[config.mk]
export PLATFORM = sky130hd
export DESIGN_NAME = jts16_trackball_emu
export DESIGN_NICKNAME = d
export VERILOG_FILES = /design/src/rtl/jts16_trackball_emu_pkg.sv /design/src/rtl/jts16_trackball_emu_axis.sv /design/src/rtl/jts16_trackball_emu.sv
export SDC_FILE = /design/constraint.sdc
export NUM_CORES = 1
export LEC_CHECK = 0
export ABC_CLOCK_PERIOD_IN_PS = 6320
export BUFFER_PORTS_ARGS = -buffer_cell sky130_fd_sc_hd__buf_2
export CAP_MARGIN = 30
export CORE_ASPECT_RATIO = 0.8
export CORE_MARGIN = 8
export CORE_UTILIZATION = 58
export CTS_BUF_LIST = sky130_fd_sc_hd__clkbuf_4 sky130_fd_sc_hd__clkbuf_8 sky130_fd_sc_hd__clkbuf_16
export DETAILED_ROUTE_END_ITERATION = 12
export GPL_TIMING_DRIVEN = 0
export PLACE_DENSITY = 0.87
export SLEW_MARGIN = 20
export SYNTH_ARGS = -nofsm -noshare
export SYNTH_HDL_FRONTEND = slang
export SYNTH_SLANG_ARGS = --single-unit
export TNS_END_PERCENT = 50
[constraint.sdc]
create_clock -name clk -period 6.32 [get_ports clk]
set_clock_uncertainty 0.2 [all_clocks]
set_input_delay 1.264 -clock clk [delete_from_list [all_inputs] [get_ports clk]]
set_output_delay 1.264 -clock clk [all_outputs]
set_load 0.01 [all_outputs]
[src/rtl/jts16_trackball_emu_pkg.sv]
// Shared constants and helpers for the System 16B trackball emulation.
// Optional feature macro: JTS16_TRACKBALL_DIGITAL_EN (digital joystick fallback).
package jts16_trackball_emu_pkg;

  localparam int TB_DEADZONE = 8;
  localparam int TB_SHIFT    = 3;
  localparam int TB_DIG_STEP = 8;
  localparam int TB_LINES    = 16;
  localparam int TB_W        = 12;

  localparam int TB_LCNT_W = $clog2(TB_LINES);

  localparam logic [TB_LCNT_W-1:0] TB_LINE_LAST = TB_LCNT_W'(TB_LINES - 1);
  localparam logic signed [7:0]    TB_DZ_POS    = 8'(TB_DEADZONE);
  localparam logic [TB_W-1:0]      TB_DIG_PLUS  = TB_W'(TB_DIG_STEP);
  localparam logic [TB_W-1:0]      TB_DIG_MINUS = TB_W'(-TB_DIG_STEP);

  // True while the stick sits inside the dead zone (|axis| < TB_DEADZONE)
  function automatic logic in_deadzone(input logic [7:0] axis);
    logic signed [7:0] s;
    s = axis;
    return (s < TB_DZ_POS) && (s > -TB_DZ_POS);
  endfunction

  // Scaled stick deflection, sign-extended to the counter width
  function automatic logic [TB_W-1:0] analog_delta(input logic [7:0] axis);
    logic signed [7:0] s;
    logic signed [7:0] sh;
    s  = axis;
    sh = s >>> TB_SHIFT;
    return {{(TB_W-8){sh[7]}}, sh};
  endfunction

endpackage

[src/rtl/jts16_trackball_emu_axis.sv]
// One trackball axis: position counter, dead-zone / digital source mux and adder.
// Optional feature macro: JTS16_TRACKBALL_DIGITAL_EN (digital joystick fallback).
module jts16_trackball_axis
  import jts16_trackball_emu_pkg::*;
(
  input  logic            clk,
  input  logic            rst,
  input  logic            strobe,
  input  logic [7:0]      axis,
  input  logic            plus,
  input  logic            minus,
  output logic [TB_W-1:0] count
);

  logic [TB_W-1:0] delta;

`ifndef JTS16_TRACKBALL_DIGITAL_EN
  logic unused_dig;
  assign unused_dig = plus ^ minus;
`endif

  // Pick the step: analogue outside the dead zone, otherwise the digital buttons
  always_comb begin
    delta = '0;
    if (!in_deadzone(axis)) begin
      delta = analog_delta(axis);
    end else begin
`ifdef JTS16_TRACKBALL_DIGITAL_EN
      case ({plus, minus})
        2'b10:   delta = TB_DIG_PLUS;
        2'b01:   delta = TB_DIG_MINUS;
        default: delta = '0;
      endcase
`else
      delta = '0;
`endif
    end
  end

  // Integrate the step on each update strobe; wraps modulo 2^TB_W
  always_ff @(posedge clk or posedge rst) begin
    if (rst)
      count <= '0;
    else if (strobe)
      count <= count + delta;
  end

endmodule

[src/rtl/jts16_trackball_emu.sv]
// Eight trackball/dial position counters for four players, driven by analogue
// sticks and digital joysticks, updated once every TB_LINES video lines.
// Optional feature macro: JTS16_TRACKBALL_DIGITAL_EN (digital joystick fallback).
module jts16_trackball_emu
  import jts16_trackball_emu_pkg::*;
(
  input  logic            clk,
  input  logic            rst,
  input  logic            LHBL,
  input  logic            right_en,
  input  logic [7:0]      joystick1,
  input  logic [7:0]      joystick2,
  input  logic [7:0]      joystick3,
  input  logic [7:0]      joystick4,
  input  logic [15:0]     joyana1,
  input  logic [15:0]     joyana2,
  input  logic [15:0]     joyana3,
  input  logic [15:0]     joyana4,
  input  logic [15:0]     joyana1b,
  input  logic [15:0]     joyana2b,
  output logic [TB_W-1:0] trackball0,
  output logic [TB_W-1:0] trackball1,
  output logic [TB_W-1:0] trackball2,
  output logic [TB_W-1:0] trackball3,
  output logic [TB_W-1:0] trackball4,
  output logic [TB_W-1:0] trackball5,
  output logic [TB_W-1:0] trackball6,
  output logic [TB_W-1:0] trackball7
);

  logic                 LHBL_l;
  logic [TB_LCNT_W-1:0] line_cnt;
  logic                 tick;
  logic                 strobe;
  logic [15:0]          ana [4];
  logic [7:0]           joy [4];
  logic [TB_W-1:0]      cnt [8];
  logic                 unused_joy;

  assign unused_joy = ^{joystick1[7:4], joystick2[7:4], joystick3[7:4], joystick4[7:4]};

  assign tick   = LHBL_l & ~LHBL;
  assign strobe = tick && (line_cnt == TB_LINE_LAST);

  // Remember last LHBL so a falling edge can be spotted
  always_ff @(posedge clk or posedge rst) begin
    if (rst)
      LHBL_l <= 1'b1;
    else
      LHBL_l <= LHBL;
  end

  // Count lines; the natural wrap of the counter gives the 16-line frame
  always_ff @(posedge clk or posedge rst) begin
    if (rst)
      line_cnt <= '0;
    else if (tick)
      line_cnt <= line_cnt + 1'b1;
  end

  // Choose each player's analogue source; only players 1/2 have right sticks
  always_comb begin
    ana[0] = right_en ? joyana1b : joyana1;
    ana[1] = right_en ? joyana2b : joyana2;
    ana[2] = joyana3;
    ana[3] = joyana4;
    joy[0] = joystick1;
    joy[1] = joystick2;
    joy[2] = joystick3;
    joy[3] = joystick4;
  end

  for (genvar p = 0; p < 4; p++) begin : g_player
    jts16_trackball_axis u_x (
      .clk    (clk),
      .rst    (rst),
      .strobe (strobe),
      .axis   (ana[p][7:0]),
      .plus   (joy[p][0]),
      .minus  (joy[p][1]),
      .count  (cnt[2*p])
    );
    jts16_trackball_axis u_y (
      .clk    (clk),
      .rst    (rst),
      .strobe (strobe),
      .axis   (ana[p][15:8]),
      .plus   (joy[p][2]),
      .minus  (joy[p][3]),
      .count  (cnt[2*p+1])
    );
  end

  assign trackball0 = cnt[0];
  assign trackball1 = cnt[1];
  assign trackball2 = cnt[2];
  assign trackball3 = cnt[3];
  assign trackball4 = cnt[4];
  assign trackball5 = cnt[5];
  assign trackball6 = cnt[6];
  assign trackball7 = cnt[7];

endmodule

==> results.yml, run 1 <==
floorplan:
  start_util_pct: 59.0
  die_x_um: 151
  rows: 39
  core_um2: 14200
  fp.dieH_um: 124
  die_area_um2: 18600
  io_pins: 228
job:
  maxCapViolCount: 0
synthesis:
  yosys.area_share.simple_pct: 20.4
  synthTopCellsByArea: "dfrtp_1, ha_1, nand2_1"
  synth_top_family_by_area: "compound AO/OA/AOI/OAI gates"
  syn_inst: 963
  synth_top_area_cell: "dfrtp_1"
  yosysMostFrequentCell: "nand2_1"
  synth_common_cells: "nand2_1, dfrtp_1, o21ai_0, ha_1, a21oi_1"
  netlist_area_um2: 8410
  synth.avg_cell_area_um2: 8.74
  synthArstFlopShare_pct: 100
  synth_seq_cells: 101
  synth_nets: 1192
  synth_compound_area_share_pct: 21.8
  synth_top_area_share_pct: 29.7
  yosysSeqAreaShare_pct: 30.1
  yosysUniqueCellTypes: 69
  synthXorXnorAreaFrac_pct: 6.35
  synth_fa_ha_area_share_pct: 15.1
  yosys_warnings: 0
  synth_enable_flop_cells: 0
  synth_mux_area_share_pct: 3.38
  synth-main-ff-cell: "dfrtp_1"
final_layout:
  drive_above_1_share_pct: 20.6
  stdcell_area_um2: 9930
  syn_to_final_growth_pct: 18.1
  antennaDiodeCount: 0
  final_nets: 1398
detailed_routing:
  vias: 8260
  vias_per_cell: 6.08
  first_iter_violations: 554
  drcViolationCount: 0
  ant_nets: 0
  wl_per_cell_um: 18.3
  first_pass_iters: 4
  routed_wl_mm: 24.9
setup_path:
  cp.buffers_inverters: 4
  required_ps: 6330
  crit_arrival_ps: 4300
  crit_type: "input port to flop"
  r2r_cells: 7
  slowest_stage: "fa_1"
  cp.depth: 14
  critPathMaxStageDelay_ps: 420
  crit_path_end_kind: "flop"
  cp_max_fo: 10
  cp_top_family: "compound AO/OA/AOI/OAI gates"
  start_kind: "input port"
  path_cells: "buf_4 -> buf_6 -> buf_2 -> buf_2 -> mux2i_1 -> nor2_1 -> ha_1 -> fa_1 -> a21o_1 -> a21oi_1 -> o21ai_0 -> a21oi_1 -> xor2_1 -> o21ai_0"
clocking:
  cts_tree: "built"
  root_buffer: "clkbuf_16"
  cts_buffer_depth: 2
  cts_buffers: 9
  clk_latency_ps: 350
  cts_hold_buffers: 0
  clock-sinks: 101
  cts.reportedPaths.clkPinSlew_ps: 70
  htreeDepth: 3
  post_cts_buffers: 0
  cts-resized-gates: 0
power_and_ir_drop:
  p_sw_w: 0.00178
  p_sw_share_pct: 45.1
  combinationalPowerShare_pct: 57.0
  power.leakage_nw: 5.12
  internal_power_w: 0.00217
  clkPwrFrac_pct: 13.9
  p_per_area_nw_per_um2: 397
  seqPwrFrac_pct: 29.1
  vdd_drop_max_uv: 229
placement:
  pre_cts_ws_ps: 1730
  dpl-instance-area_um2: 9650
  dp_hpwl_mm: 19.1
  io_buffers: 194
  gp_congestion: 0.915
sta:
  period_share_pct: 67.9
  setup_ws_ps: 2030
  setup_viol: 0
  period_minus_slack_ps: 4290
  final-max-slew-violation-count: 0
  tns_ps: 0
  max_freq_ghz: 0.233
  worstMarginPinSlew_ps: 819
  maxSlewHeadroom_pct: 45.4
  finalHoldViolCount: 0
  rsz0062_at_grt: "no"
worst_hold_path:
  whs_path_depth: 1
  hold_class: "flop to flop"
global_routing:
  grt_first_pass_wirelength_mm: 39.1
  antenna_found_initial: 0
  grt_pass1_vias: 7968
  grt_usage_pct: 26.0
  grt_start_max_net_pins: 57
  globalRoute.totalOverflow: 0
status:
  outcome: "completed"
flip-flops by register name, summed over array words and instances (netlist names):
name	flops
line_cnt	4
g_player.u_y.count	48
g_player.u_x.count	48
LHBL_l	1
area by class of cell:
type / count / area (µm²)
tap: 184 / 230
timing repair buffer: 195 / 998
multi-input combinational: 807 / 5640
fill: 1136 / 4320
inverter: 26 / 103
clock buffer: 11 / 253
buffer: 29 / 148
clock inverter: 5 / 35.0
sequential: 101 / 2530
power groups by stage:
stage                     Sequential, W  Combinational (W)  Clock (W)
after detailed placement        0.00116            0.00221          0
after global placement          0.00115            0.00212          0
after global routing            0.00119            0.00249   0.000582
after floorplan                 0.00123            0.00145          0
final                           0.00115            0.00225   0.000548
after CTS                       0.00115            0.00223   0.000553
placed cells by master, fill, tap and decap left out, types with 8 or more instances in the layout:
cell type | Yosys | final
or4_1 | 10 | 10
a21boi_0 | 13 | 13
nor3b_1 | 12 | 12
nand4_1 | 24 | 24
nand2_1 | 133 | 133
nor2b_1 | 9 | 9
clkbuf_16 | 0 | 9
fa_1 | 8 | 8
nor2_1 | 42 | 42
nand2b_1 | 9 | 9
ha_1 | 89 | 89
nor4b_1 | 9 | 9
o21bai_1 | 14 | 14
a21oi_1 | 57 | 57
clkbuf_1 | 13 | 13
xnor2_1 | 30 | 30
xor2_1 | 31 | 31
inv_1 | 26 | 25
a31oi_1 | 14 | 14
a21o_1 | 29 | 29
buf_2 | 8 | 202
o21ai_0 | 99 | 99
a211oi_1 | 16 | 16
nand3_1 | 21 | 21
nand4b_1 | 10 | 10
mux2i_1 | 25 | 25
dfrtp_1 | 100 | 100
nor3_1 | 24 | 24
per-stage QoR:
stage	hold slack [ps]	utilization (%)	total power (W)	std cells
after floorplan	268	-	0.00268	963
after global placement	251	67.5	0.00327	1341
after detailed placement	258	67.7	0.00337	1342
after CTS	273	69.7	0.00393	1358
after global routing	293	69.7	0.00426	1358
final	264	69.7	0.00395	1358
cells by family after synthesis:
kind of cell,Yosys count
fa+ha+maj,97
simple gates,331
buf+inv,55
mux,28
xor+xnor,61
compound gates,290
flops,101
metal layers:
layer  part of all wire [%]  track usage [%]
met5                      0                0
met4                    2.4             7.96
met3                    9.5             5.88
met2                     46             41.2
met1                     43             35.0
path summary, 6_finish.rpt:
check	startpoint	slack [ps]	endpoint
min in group asynchronous	rst	730	g_player[3].u_y.count[1]$_DFFE_PP0P_
max in group asynchronous	rst	4560	g_player[0].u_y.count[1]$_DFFE_PP0P_
max reg2reg	line_cnt[0]$_DFFE_PP0P_	3520	g_player[2].u_x.count[9]$_DFFE_PP0P_
min reg2reg	g_player[1].u_x.count[11]$_DFFE_PP0P_	260	g_player[1].u_x.count[11]$_DFFE_PP0P_
min	g_player[1].u_x.count[11]$_DFFE_PP0P_	260	g_player[1].u_x.count[11]$_DFFE_PP0P_
max	right_en	2030	g_player[0].u_x.count[6]$_DFFE_PP0P_
Note: power is estimated with default switching activity, not from simulation.
==> inputs of run 2 (changes only) <==
--- a/config.mk
+++ b/config.mk
@@ -5,16 +5,16 @@
 export SDC_FILE = /design/constraint.sdc
 export NUM_CORES = 1
 export LEC_CHECK = 0
-export ABC_CLOCK_PERIOD_IN_PS = 6320
+export ABC_CLOCK_PERIOD_IN_PS = 4260
 export BUFFER_PORTS_ARGS = -buffer_cell sky130_fd_sc_hd__buf_2
 export CAP_MARGIN = 30
 export CORE_ASPECT_RATIO = 0.8
 export CORE_MARGIN = 8
-export CORE_UTILIZATION = 58
+export CORE_UTILIZATION = 54
 export CTS_BUF_LIST = sky130_fd_sc_hd__clkbuf_4 sky130_fd_sc_hd__clkbuf_8 sky130_fd_sc_hd__clkbuf_16
 export DETAILED_ROUTE_END_ITERATION = 12
 export GPL_TIMING_DRIVEN = 0
-export PLACE_DENSITY = 0.87
+export PLACE_DENSITY = 0.82
 export SLEW_MARGIN = 20
 export SYNTH_ARGS = -nofsm -noshare
 export SYNTH_HDL_FRONTEND = slang
==> constraint.sdc (replaced) <==
create_clock -name clk -period 4.26 [get_ports clk]
set_clock_uncertainty 0.2 [all_clocks]
set_input_delay 0.852 -clock clk [delete_from_list [all_inputs] [get_ports clk]]
set_output_delay 0.852 -clock clk [all_outputs]
set_load 0.01 [all_outputs]
==> results.yml, run 2 (synthesis results as in run 1) <==
power_and_ir_drop:
  combinationalPowerShare_pct: 55.5
  p_sw_share_pct: 43.7
  seqPwrFrac_pct: 28.4
  internal_power_w: 0.00336
  p_sw_w: 0.00261
  vdd_drop_max_uv: 335
  power.leakage_nw: 5.14
  p_per_area_nw_per_um2: 596
  clkPwrFrac_pct: 16.1
sta:
  finalHoldViolCount: 0
  setup_ws_ps: 246
  rsz0062_at_grt: "no"
  period_minus_slack_ps: 4010
  max_freq_ghz: 0.249
  maxSlewHeadroom_pct: 40.3
  setup_viol: 0
  period_share_pct: 94.2
  worstMarginPinSlew_ps: 896
  final-max-slew-violation-count: 0
  tns_ps: 0
clocking:
  cts-resized-gates: 0
  root_buffer: "clkbuf_16"
  cts_hold_buffers: 0
  post_cts_buffers: 0
  htreeDepth: 3
  clk_latency_ps: 360
  cts.reportedPaths.clkPinSlew_ps: 70
  cts_buffers: 9
  cts_tree: "built"
  cts_buffer_depth: 2
  clock-sinks: 101
final_layout:
  fillers: 1297
  mostFrequentLayoutCells: "buf_2, nand2_1, dfrtp_1"
  final_nets: 1398
  antennaDiodeCount: 0
  final_common_cell: "buf_2"
  drive_above_1_share_pct: 20.5
  syn_to_final_growth_pct: 19.1
  reg_top3: "g_player.u_x.count (48), g_player.u_y.count (48), line_cnt (4)"
global_routing:
  grt_pass1_vias: 7845
  use_met1_pct: 32.9
  met3_usage_pct: 5.90
  met2_usage_pct: 37.0
  globalRoute.totalOverflow: 0
  grt_start_max_net_pins: 58
  grt-busiest-layer: "met2"
  antenna_found_initial: 0
  grt_first_pass_wirelength_mm: 39.3
  grt_usage_pct: 24.3
setup_path:
  crit_type: "input port to flop"
  required_ps: 4280
  crit_path_end_kind: "flop"
  cp_max_fo: 10
  start_kind: "input port"
  crit_arrival_ps: 4030
floorplan:
  die_x_um: 156
  fp.dieH_um: 128
  die_area_um2: 19900
  core_um2: 15100
  rows: 40
  io_pins: 228
  start_util_pct: 55.7
detailed_routing:
  vias: 8208
  ant_nets: 0
  first_iter_violations: 511
  routed_wl_mm: 24.6
  first_pass_iters: 5
  wl_per_cell_um: 17.8
  drcViolationCount: 0
  vias_per_cell: 5.94
status:
  outcome: "completed"
placement:
  gp_congestion: 0.914
  pre_cts_ws_ps: -46.2
  dp_hpwl_mm: 18.9
  io_buffers: 194
job:
  maxCapViolCount: 0
worst_hold_path:
  hold_class: "flop to flop"
==> run 2: cell count changes in the layout (fill, tap and decap cells not counted), sizes merged <==
cell / change
bufinv: +3
clkbuf: -1
clkinv: -4
==> run 2: power by group through the flow <==
stage               clock network [W]  logic, W  registers [W]
floorplan                           0   0.00215        0.00183
global placement                    0   0.00316        0.00170
detailed placement                  0   0.00327        0.00171
CTS                          0.000972   0.00330        0.00169
global route                  0.00100   0.00371        0.00175
finish                       0.000959   0.00332        0.00170
==> run 2: final cells by class <==
cell class / count / area (µm²) / area share [%]
clock buffer: 10 / 239 / 2.39
buffer: 29 / 148 / 1.47
inverter: 26 / 103 / 1.02
tap: 210 / 263 / 2.62
timing repair buffer: 195 / 998 / 9.97
sequential: 101 / 2530 / 25.2
multi-input combinational: 807 / 5640 / 56.3
clock inverter: 4 / 97.6 / 0.975
==> run 2: metrics by stage <==
step                hold slack (ps)  cell area [µm²]  utilization, %  std cells  total power, W
floorplan                       268             8410               -        963         0.00398
global placement                251             9650            63.8       1367         0.00486
detailed placement              258             9680            64.0       1368         0.00497
CTS                             267            10000            66.3       1382         0.00596
global route                    275            10000            66.3       1382         0.00646
finish                          259            10000            66.3       1382         0.00597
==> run 2: per-layer routing <==
layer	part of all wire (%)	vias to the layer above	wire length, µm
met5	0	-	0
met4	2.7	0	675
met3	8.7	43	2150
met2	44	311	10800
met1	45	3873	11000
li1	-	3981	-
==> run 2: worst paths after layout <==
kind	slack, ps	from	cells past startpoint	to
worst max-delay path	250	right_en	14	g_player[0].u_x.count[6]$_DFFE_PP0P_
worst min-delay path	260	g_player[3].u_y.count[11]$_DFFE_PP0P_	1	g_player[3].u_y.count[11]$_DFFE_PP0P_
worst max register to register	1500	LHBL_l$_DFF_PP1_	6	g_player[1].u_y.count[1]$_DFFE_PP0P_
worst min register to register	260	g_player[3].u_y.count[11]$_DFFE_PP0P_	1	g_player[3].u_y.count[11]$_DFFE_PP0P_
max in group asynchronous	2880	rst	3	LHBL_l$_DFF_PP1_
min in group asynchronous	310	rst	2	g_player[3].u_y.count[1]$_DFFE_PP0P_
==> run 2: critical path, cell delays in order <==
cell and delay [ps]:
buf_4 150, buf_6 160, buf_2 270, buf_2 370
mux2i_1 340, nor2_1 80, ha_1 240, fa_1 420
a21o_1 170, a21oi_1 210, o21ai_0 150, a21oi_1 330
xor2_1 180, o21ai_0 90
==> inputs of run 3 (changes only) <==
--- a/config.mk
+++ b/config.mk
@@ -5,16 +5,16 @@
 export SDC_FILE = /design/constraint.sdc
 export NUM_CORES = 1
 export LEC_CHECK = 0
-export ABC_CLOCK_PERIOD_IN_PS = 4260
+export ABC_CLOCK_PERIOD_IN_PS = 3500
 export BUFFER_PORTS_ARGS = -buffer_cell sky130_fd_sc_hd__buf_2
 export CAP_MARGIN = 30
 export CORE_ASPECT_RATIO = 0.8
 export CORE_MARGIN = 8
-export CORE_UTILIZATION = 54
+export CORE_UTILIZATION = 49
 export CTS_BUF_LIST = sky130_fd_sc_hd__clkbuf_4 sky130_fd_sc_hd__clkbuf_8 sky130_fd_sc_hd__clkbuf_16
 export DETAILED_ROUTE_END_ITERATION = 12
 export GPL_TIMING_DRIVEN = 0
-export PLACE_DENSITY = 0.82
+export PLACE_DENSITY = 0.78
 export SLEW_MARGIN = 20
 export SYNTH_ARGS = -nofsm -noshare
 export SYNTH_HDL_FRONTEND = slang
==> constraint.sdc (replaced) <==
create_clock -name clk -period 3.5 [get_ports clk]
set_clock_uncertainty 0.2 [all_clocks]
set_input_delay 0.7 -clock clk [delete_from_list [all_inputs] [get_ports clk]]
set_output_delay 0.7 -clock clk [all_outputs]
set_load 0.01 [all_outputs]
==> results.yml, run 3 (synthesis results as in run 1) <==
status:
  outcome: "completed"
final_layout:
  drive_above_1_share_pct: 22.4
  mostFrequentLayoutCells: "buf_2, nand2_1, dfrtp_1"
  final_nets: 1400
  reg_top3: "g_player.u_x.count (48), g_player.u_y.count (48), line_cnt (4)"
  stdcell_area_um2: 10100
  syn_to_final_growth_pct: 20.1
  antennaDiodeCount: 0
  final_common_cell: "buf_2"
power_and_ir_drop:
  internal_power_w: 0.00390
  p_sw_share_pct: 45.1
  p_per_area_nw_per_um2: 703
  combinationalPowerShare_pct: 57.0
  p_total_w: 0.00710
  clkPwrFrac_pct: 13.8
  vdd_drop_max_uv: 295
  seqPwrFrac_pct: 29.2
  p_sw_w: 0.00321
  power.leakage_nw: 5.15
sta:
  final-max-slew-violation-count: 0
  period_share_pct: 98.0
  period_minus_slack_ps: 3430
  worstMarginPinSlew_ps: 917
  max_freq_ghz: 0.292
  finalHoldViolCount: 0
  maxSlewHeadroom_pct: 38.8
  setup_ws_ps: 71.5
  setup_viol: 0
  rsz0062_at_grt: "yes"
floorplan:
  rows: 43
  io_pins: 228
  fp.dieH_um: 133
  die_x_um: 162
  core_um2: 17100
  die_area_um2: 21600
  start_util_pct: 49.3
setup_path:
  crit_start: "right_en"
  cp_max_fo: 10
  crit_arrival_ps: 3480
  r2r_setup_slack_ps: 660
  r2r_start: "line_cnt[0]$_DFFE_PP0P_"
  critPathMaxStageDelay_ps: 430
  cp.depth: 15
  required_ps: 3550
  r2r_cells: 7
  r2r-end: "g_player[2].u_y.count[9]$_DFFE_PP0P_"
  path_cells: "buf_4 -> buf_6 -> buf_6 -> nand3_1 -> o22ai_2 -> and2_4 -> nor2_1 -> ha_1 -> fa_1 -> a21o_1 -> a21oi_2 -> o21bai_1 -> a31oi_1 -> mux2i_1 -> nand3_1"
  start_kind: "input port"
  endpoint: "g_player[1].u_y.count[8]$_DFFE_PP0P_"
  cp.buffers_inverters: 3
  slowest_stage: "fa_1"
  cp_top_family: "compound AO/OA/AOI/OAI gates"
  crit_type: "input port to flop"
  crit_path_end_kind: "flop"
detailed_routing:
  wl_per_cell_um: 17.2
  vias_per_cell: 5.75
  drcViolationCount: 0
  first_iter_violations: 441
  ant_nets: 0
  vias: 8061
  routed_wl_mm: 24.2
  first_pass_iters: 6
global_routing:
  grt_start_max_net_pins: 34
  grt_pass1_vias: 8021
  antenna_found_initial: 0
  grt_first_pass_wirelength_mm: 39.4
  globalRoute.totalOverflow: 0
  grt_usage_pct: 22.0
job:
  maxCapViolCount: 0
placement:
  io_buffers: 194
  gp_congestion: 0.877
  dp_hpwl_mm: 18.6
  dpl-instance-area_um2: 9730
  pre_cts_ws_ps: -618
clocking:
  clk_latency_ps: 360
  htreeDepth: 3
  cts_hold_buffers: 0
  clock-sinks: 101
  cts_tree: "built"
  cts_buffer_depth: 2
  root_buffer: "clkbuf_16"
  cts_buffers: 9
  cts.reportedPaths.clkPinSlew_ps: 80
worst_hold_path:
  hold_class: "input port to asynchronous set/reset pin"
run 3: repair_timing:
action                     4_1_cts  5_1_grt
setup endpoints to repair       12       17
setup buffers                    0        0
gates resized for setup          6       25
pin swaps                        0        4
run 3: worst register-to-register path, delay by kind of cell (launching register included):
| kind | cells | cell delay (ps) |
|---|---|---|
| adder cells (fa/ha/maj) | 1 | 240 |
| flip-flops | 1 | 410 |
| buffers and inverters | 3 | 1440 |
| AO/OA/AOI/OAI | 1 | 100 |
| AND/OR/NAND/NOR | 2 | 350 |
run 3: how the worst min path moves through the flow:
stage                                                       end  slack, ps
after floorplan                         line_cnt[0]$_DFFE_PP0P_        270
after global placement    g_player[3].u_y.count[11]$_DFFE_PP0P_        250
after detailed placement  g_player[1].u_x.count[11]$_DFFE_PP0P_        260
after CTS                  g_player[0].u_x.count[2]$_DFFE_PP0P_         90
after global routing       g_player[0].u_x.count[2]$_DFFE_PP0P_        110
final                      g_player[0].u_x.count[2]$_DFFE_PP0P_         90
run 3: stage by stage:
stage	hold WS, ps	std cells	util, %	TNS (ps)
after floorplan	268	963	-	-92.8
after global placement	251	1382	56.7	-8360
after detailed placement	258	1385	57.0	-9540
after CTS	89.6	1401	58.7	0
after global routing	106	1401	59.3	-88.7
final	91.0	1401	59.3	0
run 3: final cells by class:
type | instances | area [µm²]
repair buffers | 197 | 1030
fillers | 1545 | 6950
multi-input cells | 807 | 5730
plain buffers | 29 | 164
clock inverters | 7 | 48.8
inverters | 26 | 101
clock buffers | 9 | 225
well taps | 225 | 282
flip-flops and latches | 101 | 2530
run 3: power by group through the flow:
stage	logic (W)	registers (W)	clock network [W]
final	0.00405	0.00208	0.000979
after detailed placement	0.00396	0.00210	0
after global placement	0.00385	0.00208	0
after CTS	0.00400	0.00208	0.00101
after global routing	0.00456	0.00215	0.00104
after floorplan	0.00262	0.00222	0
run 3: routing by layer:
metal / track usage (%) / part of all wire [%] / wire length, µm
met2: 35.2 / 45 / 10800
met5: 0 / 0 / 0
met3: 6.81 / 7.8 / 1880
met1: 28.7 / 46 / 11100
met4: 4.88 / 1.7 / 407
